### src/rtl/register_file_pkg.sv
// Shared sizing constants for the rename register file and its read ports.
// x0 has no storage and tag 0 means "value is architectural, no producer in flight".
package register_file_pkg;
  localparam int NREG     = 32;
  localparam int ROB_ID_W = 5;
  localparam int DATA_W   = 32;
  localparam int NO_DEP   = 0;
  localparam int ZERO_REG = 0;
endpackage

### src/rtl/register_file_if.sv
// ROB-side bus into the register file: launch/commit/flush plus two source lookups.
interface register_file_if #(
  parameter int ROB_ID_W = 5,
  parameter int REG_W    = 5,
  parameter int DATA_W   = 32
);
  logic                _clear;
  logic                _rf_launch_ready;
  logic [ROB_ID_W-1:0] _rf_launch_rob_id;
  logic [REG_W-1:0]    _rf_launch_register_id;
  logic                _rf_commit_ready;
  logic [ROB_ID_W-1:0] _rf_commit_rob_id;
  logic [REG_W-1:0]    _rf_commit_register_id;
  logic [DATA_W-1:0]   _rf_commit_value;
  logic [REG_W-1:0]    _ask_rd_1;
  logic [REG_W-1:0]    _ask_rd_2;
  logic [ROB_ID_W-1:0] _dep_rd_1;
  logic [ROB_ID_W-1:0] _dep_rd_2;
  logic [DATA_W-1:0]   _dep_value_1;
  logic [DATA_W-1:0]   _dep_value_2;

  modport master (
    output _clear, _rf_launch_ready, _rf_launch_rob_id, _rf_launch_register_id,
           _rf_commit_ready, _rf_commit_rob_id, _rf_commit_register_id, _rf_commit_value,
           _ask_rd_1, _ask_rd_2,
    input  _dep_rd_1, _dep_rd_2, _dep_value_1, _dep_value_2
  );

  modport slave (
    input  _clear, _rf_launch_ready, _rf_launch_rob_id, _rf_launch_register_id,
           _rf_commit_ready, _rf_commit_rob_id, _rf_commit_register_id, _rf_commit_value,
           _ask_rd_1, _ask_rd_2,
    output _dep_rd_1, _dep_rd_2, _dep_value_1, _dep_value_2
  );
endinterface

### src/rtl/register_file_read_port.sv
// One combinational source lookup with same-cycle forwarding of a matching commit.
module register_file_read_port
  import register_file_pkg::*;
#(
  parameter int NREG       = register_file_pkg::NREG,
  parameter int ROB_ID_W   = register_file_pkg::ROB_ID_W,
  parameter int DATA_W     = register_file_pkg::DATA_W,
  localparam int REG_W     = $clog2(NREG)
) (
  input  logic                rst_in,
  input  logic [REG_W-1:0]    ask_rd,
  input  logic                commit_ready,
  input  logic [ROB_ID_W-1:0] commit_rob_id,
  input  logic [REG_W-1:0]    commit_register_id,
  input  logic [DATA_W-1:0]   commit_value,
  input  logic [ROB_ID_W-1:0] tag_arr   [NREG],
  input  logic [DATA_W-1:0]   value_arr [NREG],
  output logic [ROB_ID_W-1:0] dep_rd,
  output logic [DATA_W-1:0]   dep_value
);
  logic forward;

  // Forward only when the retiring instruction is still the register's latest producer.
  assign forward = commit_ready && (ask_rd == commit_register_id)
                && (tag_arr[ask_rd] == commit_rob_id);

  always_comb begin
    dep_rd    = ROB_ID_W'(NO_DEP);
    dep_value = '0;
    if (!rst_in && ask_rd != REG_W'(ZERO_REG)) begin
      if (forward) begin
        dep_value = commit_value;
      end else begin
        dep_rd    = tag_arr[ask_rd];
        dep_value = value_arr[ask_rd];
      end
    end
  end
endmodule

### src/rtl/register_file.sv
// Architectural value + pending-producer tag per register, with launch/commit/flush
// updates and two forwarding read ports.
module register_file
  import register_file_pkg::*;
#(
  parameter int NREG     = register_file_pkg::NREG,
  parameter int ROB_ID_W = register_file_pkg::ROB_ID_W,
  localparam int REG_W   = $clog2(NREG)
) (
  input  logic     clk_in,
  input  logic     rst_in,
  input  logic     rdy_in,
  register_file_if.slave rf
);
  logic [ROB_ID_W-1:0] tag_reg   [NREG];
  logic [DATA_W-1:0]   value_reg [NREG];
  logic [NREG-1:0]     commit_hit;
  logic [NREG-1:0]     launch_hit;

  for (genvar gi = 0; gi < NREG; gi++) begin : g_decode
    if (gi == ZERO_REG) begin : g_zero
      assign commit_hit[gi] = 1'b0;
      assign launch_hit[gi] = 1'b0;
    end else begin : g_live
      assign commit_hit[gi] = rf._rf_commit_ready && (rf._rf_commit_register_id == REG_W'(gi));
      assign launch_hit[gi] = rf._rf_launch_ready && (rf._rf_launch_register_id == REG_W'(gi));
    end
  end

  // Entry 0 is only ever reset, so it stays a constant zero.
  always_ff @(posedge clk_in or posedge rst_in) begin
    if (rst_in) begin
      for (int i = 0; i < NREG; i++) begin
        value_reg[i] <= '0;
        tag_reg[i]   <= ROB_ID_W'(NO_DEP);
      end
    end else if (rdy_in) begin
      for (int i = 1; i < NREG; i++) begin
        if (commit_hit[i]) begin
          value_reg[i] <= rf._rf_commit_value;
        end
        // Flush beats launch; a newer launch beats the older producer's commit.
        if (rf._clear) begin
          tag_reg[i] <= ROB_ID_W'(NO_DEP);
        end else if (launch_hit[i]) begin
          tag_reg[i] <= rf._rf_launch_rob_id;
        end else if (commit_hit[i] && tag_reg[i] == rf._rf_commit_rob_id) begin
          tag_reg[i] <= ROB_ID_W'(NO_DEP);
        end
      end
    end
  end

  register_file_read_port #(.NREG(NREG), .ROB_ID_W(ROB_ID_W), .DATA_W(DATA_W)) u_port_1 (
    .rst_in             (rst_in),
    .ask_rd             (rf._ask_rd_1),
    .commit_ready       (rf._rf_commit_ready),
    .commit_rob_id      (rf._rf_commit_rob_id),
    .commit_register_id (rf._rf_commit_register_id),
    .commit_value       (rf._rf_commit_value),
    .tag_arr            (tag_reg),
    .value_arr          (value_reg),
    .dep_rd             (rf._dep_rd_1),
    .dep_value          (rf._dep_value_1)
  );

  register_file_read_port #(.NREG(NREG), .ROB_ID_W(ROB_ID_W), .DATA_W(DATA_W)) u_port_2 (
    .rst_in             (rst_in),
    .ask_rd             (rf._ask_rd_2),
    .commit_ready       (rf._rf_commit_ready),
    .commit_rob_id      (rf._rf_commit_rob_id),
    .commit_register_id (rf._rf_commit_register_id),
    .commit_value       (rf._rf_commit_value),
    .tag_arr            (tag_reg),
    .value_arr          (value_reg),
    .dep_rd             (rf._dep_rd_2),
    .dep_value          (rf._dep_value_2)
  );
endmodule

### src/flat_wrapper.sv
// flat-port wrapper written by rule: the top's interface ports become plain ports
module register_file_flat import register_file_pkg::*;
#(
  parameter int NREG     = register_file_pkg::NREG,
  parameter int ROB_ID_W = register_file_pkg::ROB_ID_W,
  localparam int REG_W   = $clog2(NREG)
)
  (clk_in, rst_in, rdy_in, rf__clear, rf__rf_launch_ready, rf__rf_launch_rob_id, rf__rf_launch_register_id, rf__rf_commit_ready, rf__rf_commit_rob_id, rf__rf_commit_register_id, rf__rf_commit_value, rf__ask_rd_1, rf__ask_rd_2, rf__dep_rd_1, rf__dep_rd_2, rf__dep_value_1, rf__dep_value_2);
  register_file_if #(.ROB_ID_W(ROB_ID_W), .REG_W(5), .DATA_W(32)) rf_i ();
  input  logic clk_in;
  input  logic rst_in;
  input  logic rdy_in;
  input wire logic [$bits(rf_i._clear)-1:0] rf__clear;
  input wire logic [$bits(rf_i._rf_launch_ready)-1:0] rf__rf_launch_ready;
  input wire logic [$bits(rf_i._rf_launch_rob_id)-1:0] rf__rf_launch_rob_id;
  input wire logic [$bits(rf_i._rf_launch_register_id)-1:0] rf__rf_launch_register_id;
  input wire logic [$bits(rf_i._rf_commit_ready)-1:0] rf__rf_commit_ready;
  input wire logic [$bits(rf_i._rf_commit_rob_id)-1:0] rf__rf_commit_rob_id;
  input wire logic [$bits(rf_i._rf_commit_register_id)-1:0] rf__rf_commit_register_id;
  input wire logic [$bits(rf_i._rf_commit_value)-1:0] rf__rf_commit_value;
  input wire logic [$bits(rf_i._ask_rd_1)-1:0] rf__ask_rd_1;
  input wire logic [$bits(rf_i._ask_rd_2)-1:0] rf__ask_rd_2;
  output wire logic [$bits(rf_i._dep_rd_1)-1:0] rf__dep_rd_1;
  output wire logic [$bits(rf_i._dep_rd_2)-1:0] rf__dep_rd_2;
  output wire logic [$bits(rf_i._dep_value_1)-1:0] rf__dep_value_1;
  output wire logic [$bits(rf_i._dep_value_2)-1:0] rf__dep_value_2;
  assign rf_i._clear = rf__clear;
  assign rf_i._rf_launch_ready = rf__rf_launch_ready;
  assign rf_i._rf_launch_rob_id = rf__rf_launch_rob_id;
  assign rf_i._rf_launch_register_id = rf__rf_launch_register_id;
  assign rf_i._rf_commit_ready = rf__rf_commit_ready;
  assign rf_i._rf_commit_rob_id = rf__rf_commit_rob_id;
  assign rf_i._rf_commit_register_id = rf__rf_commit_register_id;
  assign rf_i._rf_commit_value = rf__rf_commit_value;
  assign rf_i._ask_rd_1 = rf__ask_rd_1;
  assign rf_i._ask_rd_2 = rf__ask_rd_2;
  assign rf__dep_rd_1 = rf_i._dep_rd_1;
  assign rf__dep_rd_2 = rf_i._dep_rd_2;
  assign rf__dep_value_1 = rf_i._dep_value_1;
  assign rf__dep_value_2 = rf_i._dep_value_2;
  register_file #(.NREG(NREG), .ROB_ID_W(ROB_ID_W)) u_core (.clk_in(clk_in), .rst_in(rst_in), .rdy_in(rdy_in), .rf(rf_i));
endmodule
### config.mk
export PLATFORM = sky130hd
export DESIGN_NAME = register_file_flat
export DESIGN_NICKNAME = d
export VERILOG_FILES = /design/src/rtl/register_file_pkg.sv /design/src/rtl/register_file_if.sv /design/src/rtl/register_file_read_port.sv /design/src/rtl/register_file.sv /design/src/flat_wrapper.sv
export SDC_FILE = /design/constraint.sdc
export NUM_CORES = 2
export LEC_CHECK = 0
export BUFFER_PORTS_ARGS = -buffer_cell sky130_fd_sc_hd__clkbuf_2
export CAP_MARGIN = 20
export CORE_ASPECT_RATIO = 0.8
export CORE_MARGIN = 2
export CORE_UTILIZATION = 55
export DETAILED_ROUTE_END_ITERATION = 8
export GPL_TIMING_DRIVEN = 0
export PLACE_DENSITY_LB_ADDON = 0.1
export SLEW_MARGIN = 20
export SYNTH_ARGS = -nofsm -noshare
export SYNTH_HDL_FRONTEND = slang
export SYNTH_SLANG_ARGS = --single-unit
### constraint.sdc
create_clock -name clk_in -period 42 [get_ports clk_in]
set_input_delay 6.3 -clock clk_in [delete_from_list [all_inputs] [get_ports clk_in]]
set_output_delay 6.3 -clock clk_in [all_outputs]
set_load 0.05 [all_outputs]
After elaboration in Yosys (flattened, before gate mapping)
Cells that the tools add are included.
Operators by class
  reductions and logical operators: 195
  bitwise logic cells: 2
  $lt $le $gt $ge: 2
  equality and inequality tests: 97
  multiplexer cells: 113
Operators with widths (count)
  2-to-1 mux 5 bit: 101
  binary-select mux 32 bit (select 5 bit): 2
  2-to-1 mux 32 bit: 8
  == test 5 bit: 35
  == test 5 bit (second input constant): 32
  AND reduction 2 bit: 62
  logical AND 1 bit: 99
  nonzero test 3 bit: 31
  == test 5 x 4 -> 1 bit (second input constant): 16
  binary-select mux 5 bit (select 5 bit): 2
  == test 5 x 3 -> 1 bit (second input constant): 8
  == test 5 x 2 -> 1 bit (second input constant): 4
  greater-or-equal comparator 6 bit (second input constant): 2
  NOT 5 -> 6 bit: 2
  == test 5 x 1 -> 1 bit (second input constant): 2
  nonzero test 5 bit: 2
  zero test 1 bit: 1
Word-level totals
  input port bits: 68
  output and inout port bits: 74
  register bits after elaboration: 1147
  word-level logic and storage cells: 471

Longest topological paths before layout
  word-level depth: 8
  gate-level depth with buffers: 15
  gate-level depth less buffers: 8

By module
From an unflattened synthesis, not the netlist that was laid out.
Unflattened totals
  cells, all modules: 4817
  area total of the unflattened synthesis: 67631.1 µm²
Modules (own cells, without submodules)
  register_file: cells an instance 3423, times used 1, sequential area each 28702.5 µm², area each 47229.0 µm²
  register_file_read_port: cells an instance 697, times used 2, sequential area each 0.0 µm², area each 10201.0 µm²

Worst setup path after synthesis
Ideal clock, no wire load.
  path type: input to output
  start: in rst_in
  end: out rf__dep_rd_2[2]
  arrival: 36150 ps
  path slack: -450 ps
  data required time: 35700 ps
  stages on the path: 4
  buffers on the path: 0
  cell sequence: inv_1 > o41ai_1 > or2_2 > a31oi_1
On the way
  longest elaborated chain between the ends: 3
Ends and longest elaborated chain
  start, declared: line flat_wrapper.sv:11  | input logic rst_in;
  zero test 1 bit (no source line)
  logical AND 1 bit: line register_file_read_port.sv:30  | if (!rst_in && ask_rd != REG_W'(ZERO_REG)) begin
  2-to-1 mux 5 bit: line register_file_read_port.sv:30
  end, declared: line flat_wrapper.sv:24  | output wire logic [$bits(rf_i._dep_rd_2)-1:0] rf__dep_rd_2;
No other way between the ends.

Worst setup path after layout
  start: in rf__ask_rd_1[2]
  end: out rf__dep_value_1[30]
On the way
  longest elaborated chain between the ends: 8
  elaborated cells on any way between the ends: 15
  classes of those cells: eq/ne (2); mux (8); bitwise (1); reduce/logical (4)
Ends and longest elaborated chain
  start, declared: line flat_wrapper.sv:21  | input wire logic [$bits(rf_i._ask_rd_1)-1:0] rf__ask_rd_1;
  NOT 5 -> 6 bit (implied by the code): line register_file_read_port.sv:25, register_file_read_port.sv:35
  binary-select mux 5 bit (select 5 bit): line register_file_read_port.sv:25  | && (tag_arr[ask_rd] == commit_rob_id);
  2-to-1 mux 5 bit (implied by the code) (2 in series): line register_file_read_port.sv:25
  == test 5 bit: line register_file_read_port.sv:25
  logical AND 1 bit: line register_file_read_port.sv:25
  2-to-1 mux 32 bit: line register_file_read_port.sv:31  | if (forward) begin
  2-to-1 mux 32 bit (*): line register_file_read_port.sv:30
  end, declared: line flat_wrapper.sv:25  | output wire logic [$bits(rf_i._dep_value_1)-1:0] rf__dep_value_1;
Every way passes the cells marked *; elsewhere a longest branch is shown, timed or not. The select of a mux whose other input is x is not followed.

==> results.txt <==
- Setup slack on the worst reg-to-reg path comes out at 39.94 ns.
* Post CTS Setup Buffer Count: 0
- Post-route cell area: 0.0738 sq mm
- Total number of yosys warnings: 37
* VDD IR max: 0.0349 mV
- Summing all placed instances gives a cell area of 0.0699 sq mm.
- Nets@finish: 5006
- Grt met1 use: 55.3%
* Maximum buffer depth of the clock tree: 3
- Post-synth EDFFs: 0
* H-tree depth: 3
- Of all flip-flops after synthesis, the portion carrying an async set or reset was 100%.
- Post-synthesis share of cell area spent on and, or, nand and nor gates: 4.82%
* Remaining antenna violation count after routing: 0
- IO Count: 142
- WS Path Type: input pin to output pin
- Rel. slew slack: 16.8%
* Post-synthesis sequential area ratio: 43.3%
- DP Wirelength: 166000 um
- The core region is 0.119 sq mm.
- The later pin in the worst-skew pair is clocked with a latency of 0.77 ns.
- Counting distinct cell types in the post-synthesis netlist gives 66.
- Gates resized during post-CTS repair numbered 0.
- Share of the synthesized area in compound gates (AO/OA/AOI/OAI): 2.98%
* Total power after layout: 2.98 mW
- For met3 alone, demand over resource in global routing was 15.1%.
* Time the worst path needs with I/O delays and setup: approximately 18 ns
- Global routing used 39.7% of the available tracks.
- Detailed routing inserted a total of 46.9k vias.
* Area share of the leading cell type in the synthesized netlist: 43.3%
* Synthesized instance count: 4645
- Clock tree synthesis inserted a total of 116 buffers.
- The analysis attributes to cell leakage a power of roughly 33 nW.
- Final worst clock skew: 0.0173 ns
- Pin count of the biggest net entering global routing: 35
* Required time of the worst setup path: 35.70 ns
* Syn avg cell area: 14.3 sq um
- In this run the tool buffered the top-level ports with 130 buffer cells.
- For this block, the initial DRC count from the detailed router was ~5.8k.
- Number of max-cap violations: 0
- The flow ran to the end, and the final reports show no timing, DRC or antenna violations.
- Cell type with the largest total area after synthesis: sky130_fd_sc_hd__dfrtp_1
* DR vias/cell: 7.05
- Number of flip-flops under the largest register name: 992
- DIE HEIGHT: 315 um
- Crit start category: input pin
- 1st-pass router iterations: 7
* Fraction of the mapped netlist area in adder cells: 0%
- The number of pins with negative max-slew slack in the final report was 0.
- The min-delay analysis places its worst path in the category flop to flop.
* Dominant combinational cell family by area after synthesis: multiplexers
* Netlist area before placement: 0.0663 sq mm
- For the pin with the worst max-slew slack, the measured transition is between 1 and 1.5 ns.
* Share of cells above drive strength 1: between 40% and 50%
* Number of synthesized register bits: approximately 1.1k
* Power density normalized to cell area: a little over 40 mW/mm^2
* Row count: 113
- Busiest metal layer after global routing: met1
* Antenna violations before repair: 8
- Number of setup violations in the final report: 0
- Die Span X: around 390 um
- TritonCTS built the clock tree.
- Grt met2 use: between 50 and 60%
* Vias in the first global route: 46.7k
* Overall die area: around 0.12 sq mm
- After detailed routing, the number of remaining DRC violations is 0.
* Top flip-flop cell by instance count after synthesis: sky130_fd_sc_hd__dfrtp_1
- The number of placed instances, taps included, is ~6.4k.
- Final cell utilization of the core: 61.9%
* Starting density of the core: 55.6%
- Residual overflow from global routing: 0
* Clk slew on worst S/H paths: 0.06 ns
- Routability-driven placement congestion ratio: between 0.9 and 1
- Growth of design area from synthesis to finish: 11.3%
- Wires add up to 241000 um.
- Post-CTS Hold Fix Bufs: 0
- Ranked by total cell area, the synthesized netlist is headed by sky130_fd_sc_hd__dfrtp_1, sky130_fd_sc_hd__mux2_2, sky130_fd_sc_hd__mux4_2, sky130_fd_sc_hd__mux4_4, sky130_fd_sc_hd__mux4_1.
* Post-synth net total: 4713
- The clock drives 1147 sinks.
- Post-synthesis share of cell area spent on xor and xnor gates: 2.23%
- Hold timing on the final database bottoms out at a slack of 0.521 ns.
* Worst Setup End Kind: output pin
* CTS root buffer: sky130_fd_sc_hd__clkbuf_16
- Unrepaired setup endpoints after global routing: no
* Hold Violations, Final: 0
- Along the worst path, the maximum fanout reaches 10.
- Wire length of the first global-routing pass: 343000 um
- Dividing the detail-routed wire length by the instance count gives 36.2 um.
* Multiplexer share of the synthesized area: 42.4%
- Based on the critical path, the design can be clocked at up to about 56 MHz.
- STA puts the critical path data arrival time at 11.43 ns.
- Non-Filler Instances: approximately 6.7k
- Final period utilization: 42.2%
-- synthesized netlist by cell type, drive strengths merged (6+ instances only) --
cell type    count
a22oi            6
a21oi           10
a22o            66
nor2           106
nand4           33
o31a            14
buf            197
a31oi            6
mux2          1105
a221oi           6
nand2b          55
or2              8
o211ai          35
clkbuf         260
xor2            71
nor2b           21
nand3          163
dfrtp         1147
nand2          226
dlygate4sd3      7
mux2i           97
inv             75
o21ai           77
xnor2           98
o31ai           27
mux4           635
nor4            34
-- per-stage QoR --
| stage | setup TNS [ns] | setup WS, ns |
|---|---|---|
| after global routing | 0 | 24.35 |
| after floorplan | 0 | 10.10 |
| final | 0 | 24.27 |
| after CTS | 0 | 24.65 |
| after global placement | -231.98 | -6.75 |
| after detailed placement | 0 | 24.65 |
-- worst paths after layout --
| path | end | cells past startpoint | from |
|---|---|---|---|
| min | u_core.value_reg[623] | 1 | u_core.value_reg[623] |
| max in group asynchronous | u_core.value_reg[366] | 9 | rst_in |
| max | rf__dep_value_1[30] | 12 | rf__ask_rd_1[2] |
| min in group asynchronous | u_core.tag_reg[138] | 2 | rst_in |
| max reg2reg | u_core.tag_reg[9] | 4 | u_core.tag_reg[9] |
| min reg2reg | u_core.value_reg[623] | 1 | u_core.value_reg[623] |
-- worst max-delay path: stages --
cell,delay [ns]
sky130_fd_sc_hd__clkbuf_2,0.11
sky130_fd_sc_hd__buf_4,0.22
sky130_fd_sc_hd__buf_4,0.26
sky130_fd_sc_hd__buf_2,0.49
sky130_fd_sc_hd__clkbuf_1,0.53
sky130_fd_sc_hd__buf_2,0.48
sky130_fd_sc_hd__nor3_1,0.12
sky130_fd_sc_hd__a21oi_2,0.67
sky130_fd_sc_hd__clkbuf_1,0.91
sky130_fd_sc_hd__o211ai_1,0.19
sky130_fd_sc_hd__mux2i_1,0.68
sky130_fd_sc_hd__clkbuf_2,0.40
-- cells in the final DEF (no fill, tap or decap), types with 74 or more instances in the layout --
| master | count |
|---|---|
| sky130_fd_sc_hd__buf_2 | 101 |
| sky130_fd_sc_hd__mux4_4 | 84 |
| sky130_fd_sc_hd__xnor2_1 | 98 |
| sky130_fd_sc_hd__nand2_1 | 226 |
| sky130_fd_sc_hd__o21ai_0 | 76 |
| sky130_fd_sc_hd__dfrtp_1 | 1147 |
| sky130_fd_sc_hd__nand3_1 | 163 |
| sky130_fd_sc_hd__mux2i_1 | 97 |
| sky130_fd_sc_hd__inv_1 | 74 |
| sky130_fd_sc_hd__clkbuf_16 | 116 |
| sky130_fd_sc_hd__nor2_1 | 106 |
| sky130_fd_sc_hd__clkbuf_1 | 250 |
| sky130_fd_sc_hd__clkbuf_2 | 169 |
| sky130_fd_sc_hd__mux4_2 | 506 |
| sky130_fd_sc_hd__mux2_2 | 1105 |
-- routing by layer --
metal  vias to the layer above  part of all wire (%)
li1                      18300                     -
met1                     24900                    40
met2                      3049                    42
met3                       660                    13
met4                         6                   5.7
met5                         -                 0.021
-- report_power, final --
group / internal [mW] / total, mW / switching, mW
sequential: 1.23 / 1.33 / 0.0952
combinational: 0.309 / 0.581 / 0.272
clock: 0.593 / 1.07 / 0.475
-- cell type report --
class,count,area (sq um)
tap,1610,2010
timing repair buffer,175,1550
clock buffer,174,3420
fill,9245,45400
clock inverter,41,413
antenna,6,15.0
sequential,1147,28700
buffer,471,2630
multi-input combinational,2952,34800
inverter,75,285
-- kinds of logic after synthesis --
family / after synthesis
compound gates: 273
xor+xnor: 169
buf+inv: 546
flops: 1147
mux: 1837
simple gates: 673
(Power assumes the default switching activity.)
